`config.mk`:
```
export PLATFORM = sky130hd
export DESIGN_NAME = vram_port_arbiter_flat
export DESIGN_NICKNAME = d
export VERILOG_FILES = /design/src/rtl/vram_arb_pkg.sv /design/src/rtl/vram_port_arbiter_if.sv /design/src/rtl/vram_port_arbiter_streak.sv /design/src/rtl/vram_port_arbiter.sv /design/src/flat_wrapper.sv
export SDC_FILE = /design/constraint.sdc
export NUM_CORES = 1
export LEC_CHECK = 0
export ABC_AREA = 1
export CELL_PAD_IN_SITES_DETAIL_PLACEMENT = 0
export CELL_PAD_IN_SITES_GLOBAL_PLACEMENT = 1
export CORE_ASPECT_RATIO = 0.7
export CORE_MARGIN = 5
export CORE_UTILIZATION = 24
export DETAILED_ROUTE_END_ITERATION = 12
export HOLD_SLACK_MARGIN = 0.12
export PLACE_DENSITY_LB_ADDON = 0.1
export SYNTH_ARGS = -nofsm -noshare
export SYNTH_HDL_FRONTEND = slang
export SYNTH_SLANG_ARGS = --single-unit
export TNS_END_PERCENT = 100
```
`constraint.sdc`:
```
create_clock -name clk -period 2.45 [get_ports clk]
set_clock_uncertainty 0.15 [all_clocks]
set_input_delay 0.3675 -clock clk [delete_from_list [all_inputs] [get_ports clk]]
set_output_delay 0.3675 -clock clk [all_outputs]
set_load 0.05 [all_outputs]
```
`src/rtl/vram_arb_pkg.sv`:
```
// Shared types and constants for the VRAM port arbiter: return-owner encoding,
// default widths and the streak-limit bound.
package vram_arb_pkg;

   localparam int ADDR_W_DEF       = 32;
   localparam int DATA_W_DEF       = 32;
   localparam int STREAK_W         = 4;
   localparam int MAX_STREAK_LIMIT = 15;

   typedef enum logic [1:0] {
      RET_NONE = 2'd0,
      RET_CPU  = 2'd1,
      RET_VGA  = 2'd2
   } ret_owner_t;

   // Out-of-range streak limits are pulled into 1..MAX_STREAK_LIMIT.
   function automatic logic [STREAK_W-1:0] clamp_streak(input int max_streak);
      if (max_streak < 1)                return STREAK_W'(1);
      if (max_streak > MAX_STREAK_LIMIT) return STREAK_W'(MAX_STREAK_LIMIT);
      return STREAK_W'(max_streak);
   endfunction

endpackage

```
`src/rtl/vram_port_arbiter_if.sv`:
```
// Bundle of the two requester ports and the RAM port seen by the arbiter.
interface vram_port_arbiter_if
   import vram_arb_pkg::*;
#(
   parameter int ADDR_W = ADDR_W_DEF,
   parameter int DATA_W = DATA_W_DEF
);

   // Handshake: a requester holds *_req with its address/data stable until it
   // sees *_gnt in the same cycle; a read granted in cycle t returns with
   // *_rvalid and *_rdata in cycle t+1; writes complete in the grant cycle.
   logic              cpu_req;
   logic              cpu_we;
   logic [ADDR_W-1:0] cpu_addr;
   logic [DATA_W-1:0] cpu_wdata;
   logic              cpu_gnt;
   logic              cpu_rvalid;
   logic [DATA_W-1:0] cpu_rdata;

   logic              vga_req;
   logic [ADDR_W-1:0] vga_addr;
   logic              vga_gnt;
   logic              vga_rvalid;
   logic [DATA_W-1:0] vga_rdata;

   logic              mem_en;
   logic              mem_we;
   logic [ADDR_W-1:0] mem_addr;
   logic [DATA_W-1:0] mem_wdata;
   logic [DATA_W-1:0] mem_rdata;

   modport slave (
      input  cpu_req, cpu_we, cpu_addr, cpu_wdata, vga_req, vga_addr, mem_rdata,
      output cpu_gnt, cpu_rvalid, cpu_rdata, vga_gnt, vga_rvalid, vga_rdata,
             mem_en, mem_we, mem_addr, mem_wdata
   );

   modport master (
      output cpu_req, cpu_we, cpu_addr, cpu_wdata, vga_req, vga_addr, mem_rdata,
      input  cpu_gnt, cpu_rvalid, cpu_rdata, vga_gnt, vga_rvalid, vga_rdata,
             mem_en, mem_we, mem_addr, mem_wdata
   );

endinterface

```
`src/rtl/vram_port_arbiter_streak.sv`:
```
// Saturating counter of consecutive VGA wins while the CPU waits; clear has
// priority over increment, otherwise the count holds.
module grant_streak_counter
   import vram_arb_pkg::*;
#(
   parameter logic [STREAK_W-1:0] MAX_COUNT = 4'd4
) (
   input  logic                clk,
   input  logic                reset,
   input  logic                clr,
   input  logic                inc,
   output logic [STREAK_W-1:0] count
);

   logic [STREAK_W-1:0] count_q;
   logic [STREAK_W-1:0] count_d;

   always_comb begin
      count_d = count_q;
      if (clr) begin
         count_d = '0;
      end else if (inc && (count_q < MAX_COUNT)) begin
         count_d = count_q + 1'b1;
      end
   end

   always_ff @(posedge clk or negedge reset) begin
      if (!reset) begin
         count_q <= '0;
      end else begin
         count_q <= count_d;
      end
   end

   assign count = count_q;

endmodule

```
`src/rtl/vram_port_arbiter.sv`:
```
// Arbitrates the shared single-port RAM between the CPU load/store path and the
// real-time VGA pixel fetcher, with a VGA grant-streak cap to bound CPU wait.
module vram_port_arbiter
   import vram_arb_pkg::*;
#(
   parameter int ADDR_W         = ADDR_W_DEF,
   parameter int DATA_W         = DATA_W_DEF,
   parameter int MAX_VGA_STREAK = 4
) (
   input  logic                  clk,
   input  logic                  reset,
   input  logic                  enable,
   vram_port_arbiter_if.slave    bus,
   output logic [STREAK_W-1:0]   streak_dbg,
   output ret_owner_t            ret_dbg
);

   localparam logic [STREAK_W-1:0] MAX_STREAK = clamp_streak(MAX_VGA_STREAK);

   logic                cpu_wins_tie;
   logic                cpu_gnt;
   logic                vga_gnt;
   logic                streak_clr;
   logic                streak_inc;
   logic [STREAK_W-1:0] streak;
   logic [ADDR_W-1:0]   mem_addr_sel;
   ret_owner_t          ret_q;
   ret_owner_t          ret_d;
   logic [DATA_W-1:0]   cpu_rdata_q;
   logic [DATA_W-1:0]   cpu_rdata_d;
   logic [DATA_W-1:0]   vga_rdata_q;
   logic [DATA_W-1:0]   vga_rdata_d;

   // VGA wins ties unless it has already taken MAX_STREAK grants in a row.
   always_comb begin
      cpu_wins_tie = bus.cpu_req & (streak == MAX_STREAK);
      vga_gnt      = enable & bus.vga_req & ~cpu_wins_tie;
      cpu_gnt      = enable & bus.cpu_req & (~bus.vga_req | cpu_wins_tie);
      streak_clr   = enable & (cpu_gnt | ~bus.cpu_req);
      streak_inc   = vga_gnt & bus.cpu_req;
      mem_addr_sel = cpu_gnt ? bus.cpu_addr : bus.vga_addr;
   end

   grant_streak_counter #(
      .MAX_COUNT (MAX_STREAK)
   ) u_streak (
      .clk   (clk),
      .reset (reset),
      .clr   (streak_clr),
      .inc   (streak_inc),
      .count (streak)
   );

   always_comb begin
      ret_d = RET_NONE;
      if (cpu_gnt && !bus.cpu_we) begin
         ret_d = RET_CPU;
      end else if (vga_gnt) begin
         ret_d = RET_VGA;
      end
      cpu_rdata_d = (ret_q == RET_CPU) ? bus.mem_rdata : cpu_rdata_q;
      vga_rdata_d = (ret_q == RET_VGA) ? bus.mem_rdata : vga_rdata_q;
   end

   always_ff @(posedge clk or negedge reset) begin
      if (!reset) begin
         ret_q       <= RET_NONE;
         cpu_rdata_q <= '0;
         vga_rdata_q <= '0;
      end else begin
         ret_q       <= ret_d;
         cpu_rdata_q <= cpu_rdata_d;
         vga_rdata_q <= vga_rdata_d;
      end
   end

   // Grants and strobes are forced low while reset is held.
   assign bus.cpu_gnt    = cpu_gnt & reset;
   assign bus.vga_gnt    = vga_gnt & reset;
   assign bus.mem_en     = (cpu_gnt | vga_gnt) & reset;
   assign bus.mem_we     = cpu_gnt & bus.cpu_we & reset;
   assign bus.mem_addr   = mem_addr_sel;
   assign bus.mem_wdata  = bus.cpu_wdata;
   assign bus.cpu_rvalid = (ret_q == RET_CPU);
   assign bus.vga_rvalid = (ret_q == RET_VGA);
   assign bus.cpu_rdata  = cpu_rdata_d;
   assign bus.vga_rdata  = vga_rdata_d;

   assign streak_dbg = streak;
   assign ret_dbg    = ret_q;

endmodule

```
`src/flat_wrapper.sv`:
```
// flat-port wrapper written by rule: the top's interface ports become plain ports
module vram_port_arbiter_flat import vram_arb_pkg::*;
#(
   parameter int ADDR_W         = ADDR_W_DEF,
   parameter int DATA_W         = DATA_W_DEF,
   parameter int MAX_VGA_STREAK = 4
)
  (clk, reset, enable, streak_dbg, ret_dbg, bus_cpu_req, bus_cpu_we, bus_cpu_addr, bus_cpu_wdata, bus_vga_req, bus_vga_addr, bus_mem_rdata, bus_cpu_gnt, bus_cpu_rvalid, bus_cpu_rdata, bus_vga_gnt, bus_vga_rvalid, bus_vga_rdata, bus_mem_en, bus_mem_we, bus_mem_addr, bus_mem_wdata);
  vram_port_arbiter_if #(.ADDR_W(ADDR_W), .DATA_W(DATA_W)) bus_i ();
  input  logic clk;
  input  logic reset;
  input  logic enable;
  output logic [STREAK_W-1:0] streak_dbg;
  output ret_owner_t ret_dbg;
  input wire logic [$bits(bus_i.cpu_req)-1:0] bus_cpu_req;
  input wire logic [$bits(bus_i.cpu_we)-1:0] bus_cpu_we;
  input wire logic [$bits(bus_i.cpu_addr)-1:0] bus_cpu_addr;
  input wire logic [$bits(bus_i.cpu_wdata)-1:0] bus_cpu_wdata;
  input wire logic [$bits(bus_i.vga_req)-1:0] bus_vga_req;
  input wire logic [$bits(bus_i.vga_addr)-1:0] bus_vga_addr;
  input wire logic [$bits(bus_i.mem_rdata)-1:0] bus_mem_rdata;
  output wire logic [$bits(bus_i.cpu_gnt)-1:0] bus_cpu_gnt;
  output wire logic [$bits(bus_i.cpu_rvalid)-1:0] bus_cpu_rvalid;
  output wire logic [$bits(bus_i.cpu_rdata)-1:0] bus_cpu_rdata;
  output wire logic [$bits(bus_i.vga_gnt)-1:0] bus_vga_gnt;
  output wire logic [$bits(bus_i.vga_rvalid)-1:0] bus_vga_rvalid;
  output wire logic [$bits(bus_i.vga_rdata)-1:0] bus_vga_rdata;
  output wire logic [$bits(bus_i.mem_en)-1:0] bus_mem_en;
  output wire logic [$bits(bus_i.mem_we)-1:0] bus_mem_we;
  output wire logic [$bits(bus_i.mem_addr)-1:0] bus_mem_addr;
  output wire logic [$bits(bus_i.mem_wdata)-1:0] bus_mem_wdata;
  assign bus_i.cpu_req = bus_cpu_req;
  assign bus_i.cpu_we = bus_cpu_we;
  assign bus_i.cpu_addr = bus_cpu_addr;
  assign bus_i.cpu_wdata = bus_cpu_wdata;
  assign bus_i.vga_req = bus_vga_req;
  assign bus_i.vga_addr = bus_vga_addr;
  assign bus_i.mem_rdata = bus_mem_rdata;
  assign bus_cpu_gnt = bus_i.cpu_gnt;
  assign bus_cpu_rvalid = bus_i.cpu_rvalid;
  assign bus_cpu_rdata = bus_i.cpu_rdata;
  assign bus_vga_gnt = bus_i.vga_gnt;
  assign bus_vga_rvalid = bus_i.vga_rvalid;
  assign bus_vga_rdata = bus_i.vga_rdata;
  assign bus_mem_en = bus_i.mem_en;
  assign bus_mem_we = bus_i.mem_we;
  assign bus_mem_addr = bus_i.mem_addr;
  assign bus_mem_wdata = bus_i.mem_wdata;
  vram_port_arbiter #(.ADDR_W(ADDR_W), .DATA_W(DATA_W), .MAX_VGA_STREAK(MAX_VGA_STREAK)) u_core (.clk(clk), .reset(reset), .enable(enable), .bus(bus_i), .streak_dbg(streak_dbg), .ret_dbg(ret_dbg));
endmodule
```
# Word level (Yosys, flattened, before mapping)
# Cells that the tools add are included.
dict set report totals {
  regBits 70
  input_bits 134
  out_inout_bits 140
  word_cells 38
}
dict set report classes {
  addsub 1
  order_cmp 1
  eq_ne 3
  n_mux 7
  bitwise_logic 18
  n_reduce_logical 4
}
# op count
set ops {}
lappend ops {{$mux 32} 3}
lappend ops {{$and 1x1->1} 12}
lappend ops {{$mux 4} 2}
lappend ops {{$add 4x1->4 const B} 1}
lappend ops {{$eq 4x3->1 const B} 1}
lappend ops {{$lt 4x3->1 const B} 1}
lappend ops {{$mux 2} 2}
lappend ops {{$not 1->1} 3}
lappend ops {{$or 1x1->1} 3}
lappend ops {{$eq 2x1->1 const B} 1}
lappend ops {{$eq 2x2->1 const B} 1}
lappend ops {{$logic_and 1x1->1} 2}
lappend ops {{$reduce_bool 2->1} 1}
lappend ops {{$logic_not 1->1} 1}

# Depth between registers and ports, before layout
dict set report depth {
  depth_word 8
  ltp_mapped 10
  ltp_nobuf 9
}

# By module
# Synthesis repeated with hierarchy kept, for this count alone.
dict set report unflattened {
  hier_cells 424
  hier_area_um2 3424.5
}
# mod instances cells_per_inst area_per_inst_um2 seq_area_each_um2
set by_module_without_submodules {}
lappend by_module_without_submodules {vram_port_arbiter 1 404 3243.1 1651.6}
lappend by_module_without_submodules {grant_streak_counter 1 20 181.4 100.1}

# Least setup slack after synthesis
# No wires, ideal clock.
dict set report synth_path {
  path_type {register to output}
  startpoint {register u_core.ret_q[0], in the netlist u_core.ret_dbg[0]}
  endpoint {output bus_cpu_rdata[0]}
  arrival_time_ns 2.975
  t_required_ns 1.933
  slack_ns -1.043
  path_stages_with_launch 6
  n_path_buf 1
  cell_sequence {dfrtp_1 inv_1 nor2_1 inv_2 buf_2 o21ai_0}
}
dict set report synth_via {
  elab_chain_cells 2
}
# item line_no
set synth_rtl {}
lappend synth_rtl {{start, declared} vram_port_arbiter.sv:27} ;# ret_owner_t ret_q;
lappend synth_rtl {{start signal, assigned} vram_port_arbiter.sv:71} ;# ret_q <= ret_d;
lappend synth_rtl {{$eq 2x1->1} n/a}
lappend synth_rtl {{via bus_cpu_rvalid} flat_wrapper.sv:23} ;# output wire logic [$bits(bus_i.cpu_rvalid)-1:0] bus_cpu_rvalid;
lappend synth_rtl {{$mux 32} vram_port_arbiter.sv:61} ;# cpu_rdata_d = (ret_q == RET_CPU) ? bus.mem_rdata : cpu_rdata_q;
lappend synth_rtl {{end, declared} flat_wrapper.sv:24} ;# output wire logic [$bits(bus_i.cpu_rdata)-1:0] bus_cpu_rdata;
# The timed path passes the listed nets, and every way through them passes these cells.

# Final worst setup path
dict set report layout_path {
  startpoint {register u_core.u_streak.count_q[0], in the netlist u_core.u_streak.count[0]}
  endpoint {output bus_mem_addr[6]}
}
dict set report layout_via {
  elab_chain_cells 5
}
# item line_no
set layout_rtl {}
lappend layout_rtl {{start, declared} vram_port_arbiter_streak.sv:15} ;# logic [STREAK_W-1:0] count_q;
lappend layout_rtl {{start signal, assigned} vram_port_arbiter_streak.sv:31} ;# count_q <= count_d;
lappend layout_rtl {{$eq 4x3->1} vram_port_arbiter.sv:36} ;# cpu_wins_tie = bus.cpu_req & (streak == MAX_STREAK);
lappend layout_rtl {{$and 1x1->1} vram_port_arbiter.sv:36}
lappend layout_rtl {{$or 1x1->1} vram_port_arbiter.sv:38} ;# cpu_gnt = enable & bus.cpu_req & (~bus.vga_req | cpu_wins_tie);
lappend layout_rtl {{$and 1x1->1} vram_port_arbiter.sv:38}
lappend layout_rtl {{$mux 32} vram_port_arbiter.sv:41} ;# mem_addr_sel = cpu_gnt ? bus.cpu_addr : bus.vga_addr;
lappend layout_rtl {{end, declared} flat_wrapper.sv:30} ;# output wire logic [$bits(bus_i.mem_addr)-1:0] bus_mem_addr;
# No other way between the ends.

==> metrics.yaml <==
run_status:
  status: "complete, no violations"
logic_synthesis:
  synth_area_per_cell_um2: 8.05
  yosysUniqueCellTypes: 19
  synth_nets: 563
  ys_seq_area_share_pct: 51.0
  synth_edf_count: 0
  synthTopCellsByArea: "dfrtp_1, nand2_1, o21ai_0"
  async_flop_share_pct: 100
  yosysMostFrequentCell: "nand2_1"
  ys.flop_type: "dfrtp_1"
  yosys.area.top_type: "dfrtp_1"
  yosysWarnings: 0
  synth_area_um2: 3440
  ys_seq_elements: 70
  syn_inst: 427
  synthTopCellsByCount: "nand2_1, dfrtp_1, o21ai_0"
  netlist.area_leader.share_pct: 51.0
detailed_routing:
  drt_iter0_drc: 244
  viasPerCell: 4.22
  routed_wirelength_um: 12700
  vias: 3421
  ant_nets: 0
  dr.pass1.iters: 4
  avgRoutedWirePerCell_um: 15.7
  drc: 0
critical_path:
  critical_path_arrival_ps: 1850
  cp_max_fo: 8
  cp-start-kind: "register"
  crit_type: "register to output port"
  cp_data_required_time_ps: 1930
  end_kind: "output port"
finish:
  final_util_pct: 49.6
  diodes: 0
  n_fill_cell: 1277
  drive_above_1_share_pct: 30.2
  finalNetCount: 751
  stdcell_count: 810
  area_growth_pct: 102
global_route:
  antenna_found_initial: 0
  grt_use_total_pct: 14.1
  grt_max_degree: 47
  grt_overflow: 0
  grt_pass1_vias: 3371
  grt_first_pass_wirelength_um: 18600
die:
  num_io_pins: 274
  die_height_um: 110
  core_um2: 14000
  die_w_um: 153
  initial_core_util_pct: 24.6
  die-area_um2: 16800
  rows: 36
timing:
  maxSlewHeadroom_pct: 61.4
  slew_viol_final: 0
  tightestPinTransition_ps: 578
  period_minus_slack_ps: 2360
  timing.fmax_ghz: 0.423
  hold_viol: 0
  hold_ws_ps: 350
  setup_viol: 0
  fin_crit_sh_pct: 96.5
  tns_ps: 0
flow_run:
  cap_violations: 0
power_and_ir_drop:
  p_int_mw: 3.43
  p_sw_share_pct: 37.1
  p_total_mw: 5.45
  p_leak_nw: 3.31
  powerDensity_nw_per_um2: 787
  peakVddDrop_mv: 0.363
  pwr-share-clk_pct: 25.7
  seqPwrFrac_pct: 25.8
  power_frac_comb_pct: 48.5
  switchingPower_mw: 2.02
placed_design:
  numPortBuffers: 209
  dp_hpwl_um: 9250
  placed_cells: 781
  routabilityCongestion: 0.734
clock_network:
  clkTransAtPathRegs_ps: 50
  clock_latency_ps: 330
  htreeDepth: 3
  cts_buffers: 9
  root_buffer: "clkbuf_16"
  cts.path.max_buffers: 2
  cts_tree: "done"
  numClockSinks: 70
hold_path:
  hold_path.class: "register to register"
## cells in the final DEF, fill, tap and decap left out, types with 4 or more instances in the layout
master and n:
o21ai_1 12, nand2_1 138, buf_12 74, nand3_1 39, o21ai_4 6, buf_4 18
clkdlybuf4s50_1 107, dfrtp_1 70, inv_1 39, o21ai_2 26, buf_6 25, o21ai_0 20
clkbuf_16 11, inv_2 4, nand2_4 4
## worst max-delay path, stage by stage, from the launching register on
cell       delay, ps
dfrtp_1          400
inv_2             70
ha_2             180
nand2_2           60
inv_2             60
nand2_4           80
nand2_8          150
clkbuf_16        180
nand3_1           70
nand2_1          100
buf_6            160
## sequential cells by signal (all words and copies together) (netlist names)
register,count
u_core.cpu_rdata_q,32
u_core.ret_dbg,2
u_core.u_streak.count,4
u_core.vga_rdata_q,32
## cell type report
cell class | count | area, µm² | area share (%)
inverter | 45 | 171 | 2.47
sequential | 70 | 1750 | 25.3
timing repair buffer | 227 | 3030 | 43.7
multi-input combinational | 262 | 1410 | 20.4
clock buffer | 10 | 239 | 3.45
tap | 190 | 238 | 3.43
clock inverter | 6 | 85.1 | 1.23
## per-layer routing
layer	global-route usage (%)	routed length (µm)	vias up
met5	0	0	-
met4	3.69	182	0
met3	5.85	1020	18
met2	21.7	5940	129
met1	18.4	5540	1573
li1	-	-	1701
## power by group through the flow
stage               Sequential (mW)  Combinational [mW]  Clock (mW)
floorplan                      1.43                1.42           0
detailed placement             1.43                2.61           0
CTS                            1.41                2.65        1.45
global placement               1.42                2.59           0
finish                         1.41                2.65        1.40
global route                   1.42                2.77        1.49
## logic make-up after synthesis
kind of cell / after synthesis / synth area share [%]
compound gates: 66 / 9.72
fa+ha+maj: 2 / 0.728
buf+inv: 99 / 15.6
flops: 70 / 51.0
simple gates: 190 / 23.0
## repair_timing
item,in CTS,in global routing
cloned,1,6
setup buffers,2,3
resized for setup,23,11
endpoints found under the hold margin,24,0
hold buffers,1,0
setup endpoints to repair,34,34
pin swaps,1,6
## metrics by stage
step           cell area (µm²)  setup slack, ps
2_1_floorplan             3610             -313
3_3_place_gp              6310             11.5
3_5_place_dp              6310            -17.8
4_1_cts                   6770            -4.91
5_1_grt                   6930            -11.9
6_report                  6930             86.2
## worst paths after layout
kind / startpoint / end / slack (ps) / cells after the start
min in group asynchronous: reset / u_core.u_streak.count[1] / 450 / 3
min: u_core.cpu_rdata_q[14] / u_core.cpu_rdata_q[14] / 350 / 2
max reg2reg: u_core.u_streak.count[0] / u_core.u_streak.count[0] / 830 / 9
min reg2reg: u_core.cpu_rdata_q[14] / u_core.cpu_rdata_q[14] / 350 / 2
max: u_core.u_streak.count[0] / bus_mem_addr[6] / 90 / 10
max in group asynchronous: reset / u_core.vga_rdata_q[4] / 800 / 4
Power figures use the tool's default switching activity.
